$ cat src/rtl/pid_gain_regs_if.sv
// I2C slave to gain-register-bank link: slave state, address, write data and bit
// index flow towards the bank, and serial read-back data flows back to the slave.
interface pid_gain_regs_if #(
  parameter int GAIN_W = 6
);
  logic [4:0]        i2c_state;
  logic [7:0]        i2c_reg_addr;
  logic [GAIN_W-1:0] i2c_update_value;
  logic [2:0]        i2c_data_index;
  logic              read_bit;

  modport master (
    output i2c_state,
    output i2c_reg_addr,
    output i2c_update_value,
    output i2c_data_index,
    input  read_bit
  );

  modport slave (
    input  i2c_state,
    input  i2c_reg_addr,
    input  i2c_update_value,
    input  i2c_data_index,
    output read_bit
  );
endinterface

$ cat src/rtl/pid_gain_regs.sv
// Kp/Ki/Kd gain bank: acknowledged I2C writes land in shadow registers, and the
// PID loop's apply strobe moves them to the active gains; active gains are read back serially.
module pid_gain_regs #(
  parameter int                GAIN_W  = 6,
  parameter logic [7:0]        ADDR_KP = 8'h00,
  parameter logic [7:0]        ADDR_KI = 8'h01,
  parameter logic [7:0]        ADDR_KD = 8'h02,
  parameter logic [GAIN_W-1:0] KP_RST  = '0,
  parameter logic [GAIN_W-1:0] KI_RST  = '0,
  parameter logic [GAIN_W-1:0] KD_RST  = '0
) (
  input  logic              clk,
  input  logic              rst,
  input  logic              ena,
  input  logic              apply,
  pid_gain_regs_if.slave    bus,
  output logic [GAIN_W-1:0] kp,
  output logic [GAIN_W-1:0] ki,
  output logic [GAIN_W-1:0] kd,
  output logic [2:0]        pending,
  output logic              commit,
  output logic [1:0]        commit_sel
);

  localparam logic [4:0] ST_WRITE_ACK = 5'd8;
  localparam logic [4:0] ST_READ      = 5'd9;
  localparam logic [4:0] ST_STOP      = 5'd11;

  logic [4:0]        prev_state;
  logic [GAIN_W-1:0] kp_sh, ki_sh, kd_sh;
  logic [2:0]        hit;
  logic              acked;
  logic [2:0]        commit_mask;
  logic [1:0]        sel_next;
  logic [7:0]        rd_byte;

  // An ACKed write is the WRITE_ACK -> STOP transition; a NACK goes to IDLE instead.
  always_comb begin
    hit         = {bus.i2c_reg_addr == ADDR_KD,
                   bus.i2c_reg_addr == ADDR_KI,
                   bus.i2c_reg_addr == ADDR_KP};
    acked       = ena && (prev_state == ST_WRITE_ACK) && (bus.i2c_state == ST_STOP);
    commit_mask = acked ? hit : 3'b000;
    sel_next    = commit_mask[0] ? 2'd0 : (commit_mask[1] ? 2'd1 : 2'd2);
    rd_byte     = '0;
    if (hit[0])
      rd_byte[GAIN_W-1:0] = kp;
    else if (hit[1])
      rd_byte[GAIN_W-1:0] = ki;
    else if (hit[2])
      rd_byte[GAIN_W-1:0] = kd;
  end

  // Apply copies the pre-commit shadows, so a same-cycle write stays pending.
  always_ff @(posedge clk) begin
    if (rst) begin
      prev_state   <= '0;
      kp_sh        <= KP_RST;
      ki_sh        <= KI_RST;
      kd_sh        <= KD_RST;
      kp           <= KP_RST;
      ki           <= KI_RST;
      kd           <= KD_RST;
      pending      <= '0;
      commit       <= 1'b0;
      commit_sel   <= '0;
      bus.read_bit <= 1'b1;
    end else begin
      prev_state <= bus.i2c_state;
      if (apply) begin
        kp      <= kp_sh;
        ki      <= ki_sh;
        kd      <= kd_sh;
        pending <= commit_mask;
      end else begin
        pending <= pending | commit_mask;
      end
      if (commit_mask[0])
        kp_sh <= bus.i2c_update_value;
      if (commit_mask[1])
        ki_sh <= bus.i2c_update_value;
      if (commit_mask[2])
        kd_sh <= bus.i2c_update_value;
      commit <= |commit_mask;
      if (|commit_mask)
        commit_sel <= sel_next;
      bus.read_bit <= (bus.i2c_state == ST_READ) ? rd_byte[bus.i2c_data_index] : 1'b1;
    end
  end

endmodule

$ cat src/flat_wrapper.sv
// flat-port wrapper written by rule: the top's interface ports become plain ports
module pid_gain_regs_flat 
#(
  parameter int                GAIN_W  = 6,
  parameter logic [7:0]        ADDR_KP = 8'h00,
  parameter logic [7:0]        ADDR_KI = 8'h01,
  parameter logic [7:0]        ADDR_KD = 8'h02,
  parameter logic [GAIN_W-1:0] KP_RST  = '0,
  parameter logic [GAIN_W-1:0] KI_RST  = '0,
  parameter logic [GAIN_W-1:0] KD_RST  = '0
)
  (clk, rst, ena, apply, kp, ki, kd, pending, commit, commit_sel, bus_i2c_state, bus_i2c_reg_addr, bus_i2c_update_value, bus_i2c_data_index, bus_read_bit);
  pid_gain_regs_if #(.GAIN_W(GAIN_W)) bus_i ();
  input  logic clk;
  input  logic rst;
  input  logic ena;
  input  logic apply;
  output logic [GAIN_W-1:0] kp;
  output logic [GAIN_W-1:0] ki;
  output logic [GAIN_W-1:0] kd;
  output logic [2:0] pending;
  output logic commit;
  output logic [1:0] commit_sel;
  input wire logic [$bits(bus_i.i2c_state)-1:0] bus_i2c_state;
  input wire logic [$bits(bus_i.i2c_reg_addr)-1:0] bus_i2c_reg_addr;
  input wire logic [$bits(bus_i.i2c_update_value)-1:0] bus_i2c_update_value;
  input wire logic [$bits(bus_i.i2c_data_index)-1:0] bus_i2c_data_index;
  output wire logic [$bits(bus_i.read_bit)-1:0] bus_read_bit;
  assign bus_i.i2c_state = bus_i2c_state;
  assign bus_i.i2c_reg_addr = bus_i2c_reg_addr;
  assign bus_i.i2c_update_value = bus_i2c_update_value;
  assign bus_i.i2c_data_index = bus_i2c_data_index;
  assign bus_read_bit = bus_i.read_bit;
  pid_gain_regs #(.GAIN_W(GAIN_W), .ADDR_KP(ADDR_KP), .ADDR_KI(ADDR_KI), .ADDR_KD(ADDR_KD), .KP_RST(KP_RST), .KI_RST(KI_RST), .KD_RST(KD_RST)) u_core (.clk(clk), .rst(rst), .ena(ena), .apply(apply), .bus(bus_i), .kp(kp), .ki(ki), .kd(kd), .pending(pending), .commit(commit), .commit_sel(commit_sel));
endmodule
$ cat config.mk
export PLATFORM = sky130hd
export DESIGN_NAME = pid_gain_regs_flat
export DESIGN_NICKNAME = d
export VERILOG_FILES = /design/src/rtl/pid_gain_regs_if.sv /design/src/rtl/pid_gain_regs.sv /design/src/flat_wrapper.sv
export SDC_FILE = /design/constraint.sdc
export NUM_CORES = 1
export LEC_CHECK = 0
export CAP_MARGIN = 20
export CORE_ASPECT_RATIO = 1.75
export CORE_UTILIZATION = 35
export CTS_CLUSTER_SIZE = 20
export DETAILED_ROUTE_END_ITERATION = 12
export PLACE_DENSITY_LB_ADDON = 0.05
export SLEW_MARGIN = 40
export SYNTH_ARGS = -nofsm -noshare
export SYNTH_HDL_FRONTEND = slang
export SYNTH_SLANG_ARGS = --single-unit
$ cat constraint.sdc
create_clock -name clk -period 1.9 [get_ports clk]
set_clock_uncertainty 0.2 [all_clocks]
set_input_delay 0.38 -clock clk [delete_from_list [all_inputs] [get_ports clk]]
set_output_delay 0.38 -clock clk [all_outputs]
set_load 0.05 [all_outputs]
Yosys cells after proc, flatten, opt, wreduce, memory -nomap -nowiden
Index checks and enable logic that the tools add are counted.

Magnitude comparators: 1. Mux-type cells: 9. Eq/ne operators: 5. Reduce and logical (&&, ||, !) cells: 5. Add/subtract/negate cells: 0. Bitwise logic cells: 2. Divide/modulo/power cells: 0. Shift operators: 0. Multipliers: 0.

Operator list (number): $mux W6 (3); $eq A5 B4 Y1 const B (3); $eq A8 B1 Y1 const B (1); $eq A8 B2 Y1 const B (1); $logic_not A8 Y1 (1); $mux W3 (2); $lt A3 B4 Y1 const B (1); $mux W2 (2); $bmux W1 S3 (1); $or A3 B3 Y3 (1); $reduce_or A3 Y1 (1); $logic_and A1 B1 Y1 (2); $reduce_or A2 Y1 (1); $mux W1 (1); $not A1 Y1 (1).

Bits of input ports: 26. Memory bits (read-only): 0. Memories kept: 0. Bits in registers: 48. RAM bits: 0. Bits in latches: 0.

Longest topological paths before layout
Gate-level depths: netlist of the first run.

Depth after elaboration: 6. Depth in mapped cells: 5. Mapped depth without buffers: 4.

Least setup slack after synthesis of the first run
Ideal clock, no wire load.

Path kind: input port to flip-flop. Start point: in bus_i2c_reg_addr[5]. End point: reg u_core.kd_sh[1]. Buffers on the path: 1. Setup slack: -0.214 ns. Stages: 5. Library setup time: 0.059 ns. Arrival time: 1.855 ns. Path through: or4_4 > or4_4 > buf_6 > nor4_1 > a31o_1.

Cells in the longest elaborated chain, start to end: 2.

RTL lines: from (decl) (line flat_wrapper.sv:25) `input wire logic [$bits(bus_i.i2c_reg_addr)-1:0] bus_i2c_reg_addr;`; $eq A8 B2 Y1 (line pid_gain_regs.sv:39) `hit = {bus.i2c_reg_addr == ADDR_KD,`; $mux W3 (line pid_gain_regs.sv:43) `commit_mask = acked ? hit : 3'b000;`; to (signal assigned) (line pid_gain_regs.sv:83) `kd_sh <= bus.i2c_update_value;`; to (decl) (line pid_gain_regs.sv:30) `logic [GAIN_W-1:0] kp_sh, ki_sh, kd_sh;`.

Every way passes these cells. A chain may end at the register's enable or synchronous reset.

Final worst setup path of the first run
Start point: in bus_i2c_reg_addr[4]. End point: reg u_core.ki_sh[0].

Cells in the longest elaborated chain, start to end: 2.

RTL lines: $eq A8 B1 Y1 (line pid_gain_regs.sv:40) `bus.i2c_reg_addr == ADDR_KI,`; $mux W3 (line pid_gain_regs.sv:43); to (signal assigned) (line pid_gain_regs.sv:81) `ki_sh <= bus.i2c_update_value;`; to (decl) (line pid_gain_regs.sv:30).

Every way passes these cells.

==> reports/metrics.json, run 1 <==
{
  "status": "finished, violations left",
  "violations": "setup timing",
  "first_pass_detailed_route_iteration_total": 4,
  "worst-endpoint-required_ps": 1960,
  "postLayoutSetupSlackWorst_ps": -135.8,
  "number_of_flops_mapped_to_enable_cells_by_yosys": 0,
  "grt-ovfl-total": 0,
  "finalSetupViolations": 19,
  "dpl-instance-area_mm2": 0.002788,
  "num-fill-cells": 474,
  "dp_slack_ps": -773.4,
  "post_synth.cell_area_avg_um2": 10.20,
  "max-vdd-ir-drop_mv": 0.5262,
  "clk_pin_slew_ps": 90,
  "setup.worst_path.start_class": "input port",
  "reg2reg_slack_ps": -30,
  "met2_wirelength_um": 3208,
  "start_util_pct": 37.03,
  "worst_path_max_delay_cell": "sky130_fd_sc_hd__or4_4",
  "global_route_wire_length_before_repair_um": 9177,
  "drc": 0,
  "worstHoldPathType": "in2reg",
  "power_density_over_cell_area_mw_per_mm2": 614.7,
  "fraction_of_layout_cells_with_a_size_suffix_above_1_pct": 35.97,
  "antenna_violations_before_repair": 0,
  "fp.dieArea_mm2": 0.005968,
  "die_w_um": 58.83,
  "dominantRegCellSynth": "sky130_fd_sc_hd__dfxtp_1",
  "final-hold-violation-count": 0,
  "gr-usage-all-layers_pct": 21.13,
  "critPathCapture": "u_core.ki_sh[0]",
  "core_area_mm2": 0.005343,
  "cts_htree_levels": 2,
  "detail_route.wirelength.met1_um": 2208,
  "timing.final.crit_share_pct": 107.1,
  "slew_viol_final": 0,
  "arrival_ps": 2090,
  "grt_pass1_vias": 1863,
  "netlist_instances": 194,
  "worstSetupEndpointType": "flip-flop",
  "drtIter0Drc": 53,
  "reg2regPathDepth": 5,
  "leakage_uw": 0.001350,
  "die_height_um": 101.5,
  "power_total_uw": 1900,
  "topRoutingLayerUsed": "met4",
  "final_nets": 303,
  "synth.cell_area_mm2": 0.001978,
  "register_area_um2": 960.9,
  "io_buffers": 50,
  "worstPathCellList": "buf_6 > or4_4 > or4_4 > buf_12 > nor4_4 > a31o_1",
  "clock-root-buffer": "sky130_fd_sc_hd__clkbuf_8",
  "io_pins": 51,
  "timing.setup.tns_ps": -1238,
  "maxCapViolations": 0,
  "met3RoutedLength_um": 171,
  "ys.warnings.count": 0,
  "cts-buffers-inserted": 5,
  "worstReg2RegStart": "u_core.prev_state[1]",
  "asyncSetResetFlopFracSynth_pct": 0,
  "grt_start_max_net_pins": 22,
  "route.vias.total": 1776,
  "cp_slowest_stage_delay_ps": 540,
  "synth_sequential_area_ratio_pct": 48.58,
  "total_routed_length_um": 5689,
  "multi_input_area_mm2": 0.001162,
  "std_cell_rows": 35,
  "hold_start": "bus_i2c_reg_addr[6]",
  "maxSlewHeadroom_pct": 67.07,
  "grt_setup_unrepaired": "true",
  "synth.distinct_cells": 32,
  "min_clock_period_post_route_ps": 2036,
  "achievable-frequency_mhz": 491.2,
  "rr_endpoint": "u_core.ki_sh[0]",
  "tritoncts": "yes",
  "place_congestion": 0.7960,
  "worst-slew-pin-transition_ps": 492.7,
  "via_per_inst": 5.045,
  "clkSinkCount": 48,
  "synth_fp_nets": 220,
  "holdPathStages": 5,
  "timing_worst_setup_path_type": "in2reg",
  "critical_path.most_common_cell": "sky130_fd_sc_hd__or4_4",
  "crit_start": "bus_i2c_reg_addr[4]",
  "clk_latency_ps": 310,
  "hpwlAfterDp_um": 4224,
  "clockBufferDepth": 2,
  "antenna_cells_inserted": 0,
  "route.antenna.remaining_nets": 0,
  "cts_hold_buffers": 0,
  "timing.critical_path.fanout_max": 5,
  "synth-seq-cells": 48,
  "routedWlPerCell_um": 16.16,
  "areaGrowthSynthToFinish_pct": 56.29,
  "fin_area_mm2": 0.003092
}
==> cell usage after synthesis, types with 3 or more instances <==
master,instances,area [um^2]
sky130_fd_sc_hd__nor2_1,21,78.83
sky130_fd_sc_hd__nand2_1,16,60.06
sky130_fd_sc_hd__clkbuf_1,11,41.29
sky130_fd_sc_hd__a31o_1,12,105.1
sky130_fd_sc_hd__mux2i_1,25,250.2
sky130_fd_sc_hd__a21oi_1,3,15.01
sky130_fd_sc_hd__nand3_1,3,15.01
sky130_fd_sc_hd__inv_1,5,18.77
sky130_fd_sc_hd__nor4_1,14,87.58
sky130_fd_sc_hd__nor2b_1,6,37.54
sky130_fd_sc_hd__nand2b_1,4,25.02
sky130_fd_sc_hd__dfxtp_1,48,960.9
==> final cells by class <==
cell class | instances | share of cell area (%)
multi-input cells | 129 | 37.60
flip-flops and latches | 48 | 31.08
repair buffers | 88 | 24.61
well taps | 74 | 2.995
clock buffers | 6 | 2.671
inverters | 5 | 0.6070
clock inverters | 2 | 0.4452
==> worst max-delay path: cells and delay by family <==
kind,cells,cell delay [ps]
buffers and inverters,2,250
AOI/OAI and AO/OA,1,130
and+or+nand+nor,3,1320
==> worst min-delay path by stage <==
stage / end
5_1_grt: u_core.kp_sh[3]
2_1_floorplan: u_core.kp_sh[0]
3_5_place_dp: u_core.kp_sh[2]
3_3_place_gp: u_core.kp_sh[5]
6_report: u_core.bus.read_bit
4_1_cts: u_core.bus.read_bit
==> layer usage <==
| metal | GRT usage, % | vias up |
|---|---|---|
| met4 | 7.692 | 0 |
| li1 | - | 872 |
| met3 | 4.087 | 8 |
| met2 | 39.42 | 30 |
| met1 | 22.81 | 866 |
| met5 | 0 | - |
==> stage by stage <==
| stage | utilization, % | hold slack (ps) | cells |
|---|---|---|---|
| floorplan | - | 238.3 | 194 |
| detailed placement | 52.18 | 262.8 | 335 |
| global placement | 52.18 | 253.5 | 335 |
| CTS | 57.89 | 269.9 | 350 |
| finish | 57.87 | 265.4 | 352 |
| global route | 57.87 | 288.8 | 352 |
==> cells in the final DEF, fill, tap and decap left out, drive strengths merged <==
master	netlist	final
mux2	3	3
and4	1	1
nand4bb	2	2
nor3	1	1
mux2i	25	25
mux4	2	2
o221ai	1	1
clkinv	0	1
o221a	1	1
or4	2	2
a31o	12	12
clkbuf	11	6
a21oi	3	3
a31oi	2	2
nand2	16	16
clkdlybuf4s15	0	1
nand3	3	3
nor4	15	15
nand3b	1	1
dlygate4sd2	0	7
dfxtp	48	48
nor2b	6	6
buf	1	66
nand4	1	1
inv	5	6
or2	1	1
a211oi	1	1
o41ai	1	1
a221o	1	1
a221oi	2	2
nor2	21	21
nor3b	1	1
clkdlybuf4s50	0	14
nand2b	4	4
==> timing repair <==
item                       in CTS  in global routing
cloned                          1                  0
pin swaps                       5                 10
setup buffers                   6                  4
gates resized for setup        40                  3
setup endpoints to repair      25                 18
==> registers in the layout, indices dropped and copies added, names as in the netlist <==
register	cells
u_core.prev_state	5
u_core.bus.read_bit	1
u_core.kd	6
u_core.kd_sh	6
u_core.kp	6
u_core.pending	3
u_core.commit_sel	2
u_core.ki	6
u_core.commit	1
u_core.ki_sh	6
u_core.kp_sh	6
==> cells by family after synthesis <==
family / Yosys count / synth area share, %
AND/OR/NAND/NOR: 75 / 21.25
buffers and inverters: 17 / 3.605
AO/OA/AOI/OAI: 24 / 9.931
multiplexers: 30 / 16.63
flip-flops: 48 / 48.58
==> report_power, final <==
group	switching, uW	total (uW)	internal, uW
Sequential	2.69	1010	1010
Clock	367	666	298
Combinational	110	221	111
Total	480	1900	1420
(Power assumes the default switching activity.)
==> run 2, diff against run 1 <==
Settings changed: CORE_MARGIN from default to 2.
==> run 2 against run 1 <==
The flow still finishes with violations (setup timing). Sequential power barely moved. Cell count rose by 1.4%. Global-route usage fell by 1.2 points. Utilization fell by 1.2 points. Combinational power barely moved. Largest cell class unchanged. Register-to-register slack got worse by 70 ps. Clock-buffer cell count did not move. Maximum frequency rose by 0.74%. Non-clock buffer count rose by 4. Worst hold slack improved by 2.8 ps. Flip-flop and latch count did not move. Worst setup slack improved by 15 ps.
==> reports/metrics.json, run 2 (synthesis gave the netlist of run 1 again) <==
{
  "route.antenna.remaining_nets": 0,
  "cts_hold_buffers": 0,
  "first_pass_detailed_route_iteration_total": 4,
  "antenna_cells_inserted": 0,
  "drtIter0Drc": 36,
  "clock-root-buffer": "sky130_fd_sc_hd__clkbuf_8",
  "finalHoldWorstSlack_ps": 268.2,
  "io_buffers": 50,
  "mostFrequentLayoutCell": "sky130_fd_sc_hd__buf_4",
  "worstSetupEndpointType": "flip-flop",
  "place_congestion": 0.7707,
  "antenna_violations_before_repair": 0,
  "clockBufferDepth": 2,
  "finalSetupViolations": 18,
  "reg2regPathDepth": 5,
  "leakage_uw": 0.001354,
  "final_nets": 307,
  "arrival_ps": 2080,
  "maxCapViolations": 0,
  "num-fill-cells": 523,
  "clk_pin_slew_ps": 90,
  "cts_htree_levels": 2,
  "fp.dieArea_mm2": 0.006293,
  "final-hold-violation-count": 0,
  "violations": "setup timing",
  "clk_latency_ps": 310,
  "timing.critical_path.fanout_max": 4,
  "io_pins": 51,
  "power_total_uw": 1868,
  "worstPathCellList": "buf_6 > or4_4 > or4_4 > buf_6 > nor4_4 > a31o_1",
  "dp_cells": 340,
  "holdPathStages": 2,
  "worstHoldPathType": "reg2reg",
  "power_density_over_cell_area_mw_per_mm2": 600.2,
  "hold_start": "u_core.kp_sh[4]",
  "mostFrequentLayoutCells": "sky130_fd_sc_hd__buf_4, sky130_fd_sc_hd__dfxtp_1, sky130_fd_sc_hd__mux2i_1, sky130_fd_sc_hd__nor2_1",
  "holdPathEnd": "u_core.kp_sh[4]",
  "grt_setup_unrepaired": "true",
  "std_cell_rows": 36,
  "cp_slowest_stage_delay_ps": 550,
  "achievable-frequency_mhz": 494.8,
  "gr-usage-all-layers_pct": 19.95,
  "clkSinkCount": 48,
  "grt_start_max_net_pins": 18,
  "areaGrowthSynthToFinish_pct": 57.31,
  "total_routed_length_um": 5928,
  "grt-ovfl-total": 0,
  "finish.cell_count_without_fillers": 357,
  "grt_pass1_vias": 1852,
  "slew_viol_final": 0,
  "drc": 0,
  "timing.final.crit_share_pct": 106.4,
  "setup.worst_path.start_class": "input port",
  "worst-slew-pin-transition_ps": 461.7,
  "tritoncts": "yes",
  "postLayoutSetupSlackWorst_ps": -120.8,
  "core_area_mm2": 0.005495,
  "start_util_pct": 36.00,
  "worstReg2RegStart": "u_core.prev_state[0]",
  "die_height_um": 103.5,
  "max-vdd-ir-drop_mv": 0.3805,
  "worst-path-buf-inv": 2,
  "die_w_um": 60.83,
  "cts-buffers-inserted": 5,
  "maxSlewHeadroom_pct": 69.14,
  "worst-endpoint-required_ps": 1960,
  "via_per_inst": 5.070,
  "global_route_wire_length_before_repair_um": 9045,
  "min_clock_period_post_route_ps": 2021,
  "rr_endpoint": "u_core.kd_sh[3]",
  "routedWlPerCell_um": 16.61,
  "utilization_pct": 56.63,
  "timing_worst_setup_path_type": "in2reg",
  "critical-path-top-delay-family": "simple AND/OR/NAND/NOR gates",
  "hpwlAfterDp_um": 4383,
  "reg2reg_slack_ps": -100,
  "status": "finished, violations left",
  "worst_path_max_delay_cell": "sky130_fd_sc_hd__or4_4",
  "fraction_of_layout_cells_with_a_size_suffix_above_1_pct": 37.72,
  "route.vias.total": 1810
}
[run 2: layout make-up]
class | count | area (um^2) | area share, %
inverters | 5 | 18.77 | 0.6031
repair buffers | 92 | 805.8 | 25.89
multi-input cells | 129 | 1139 | 36.59
well taps | 76 | 95.09 | 3.056
flip-flops and latches | 48 | 962.2 | 30.92
clock inverters | 1 | 8.758 | 0.2815
clock buffers | 6 | 82.58 | 2.654
[run 2: power breakdown]
| group | switching [uW] | internal (uW) | leakage [uW] |
|---|---|---|---|
| clock | 345 | 291 | 0.0000473 |
| combinational | 108 | 110 | 0.000918 |
| sequential | 2.88 | 1010 | 0.000388 |
| total | 456 | 1410 | 0.00135 |
[run 2: worst reg2reg max path, cell delays in order, from the launching register on]
cell,delay (ps)
sky130_fd_sc_hd__dfxtp_1,320
sky130_fd_sc_hd__nand4bb_4,260
sky130_fd_sc_hd__or4_4,610
sky130_fd_sc_hd__buf_6,160
sky130_fd_sc_hd__nor4_4,280
sky130_fd_sc_hd__a31o_1,130
[run 2: worst max-delay path by stage]
| stage | endpoint | depth (start not counted) | slack (ps) | from |
|---|---|---|---|---|
| after floorplan | u_core.ki_sh[0] | 5 | -180 | bus_i2c_reg_addr[5] |
| after global placement | u_core.ki_sh[2] | 6 | -750 | bus_i2c_reg_addr[5] |
| after detailed placement | u_core.kd_sh[3] | 6 | -860 | bus_i2c_reg_addr[5] |
| after CTS | u_core.kd_sh[3] | 6 | -120 | bus_i2c_reg_addr[6] |
| after global routing | u_core.kd_sh[4] | 6 | -170 | u_core.prev_state[0] |
| final | u_core.kd_sh[3] | 6 | -120 | bus_i2c_reg_addr[6] |
[run 2: per-stage QoR]
stage	TNS, ps	area [um^2]	worst slack [ps]
floorplan	-2084	2058	-177.0
global placement	-15520	2813	-746.1
detailed placement	-16000	2813	-858.1
CTS	-1308	3052	-115.0
global route	-2479	3112	-171.4
finish	-1122	3112	-120.8
[run 2: timing repair]
| item | 4_1_cts | 5_1_grt |
|---|---|---|
| endpoints found under the setup margin | 25 | 22 |
| setup buffers | 9 | 1 |
| pin swaps | 8 | 1 |
| gates resized for setup | 36 | 10 |
[run 2: metal layers]
| metal | global-route usage, % | share of wire, % | wire, um |
|---|---|---|---|
| met4 | 7.358 | 1.5 | 87 |
| met5 | 0 | 0 | 0 |
| met3 | 3.483 | 3.6 | 215 |
| met2 | 37.47 | 57 | 3379 |
| met1 | 21.35 | 38 | 2245 |
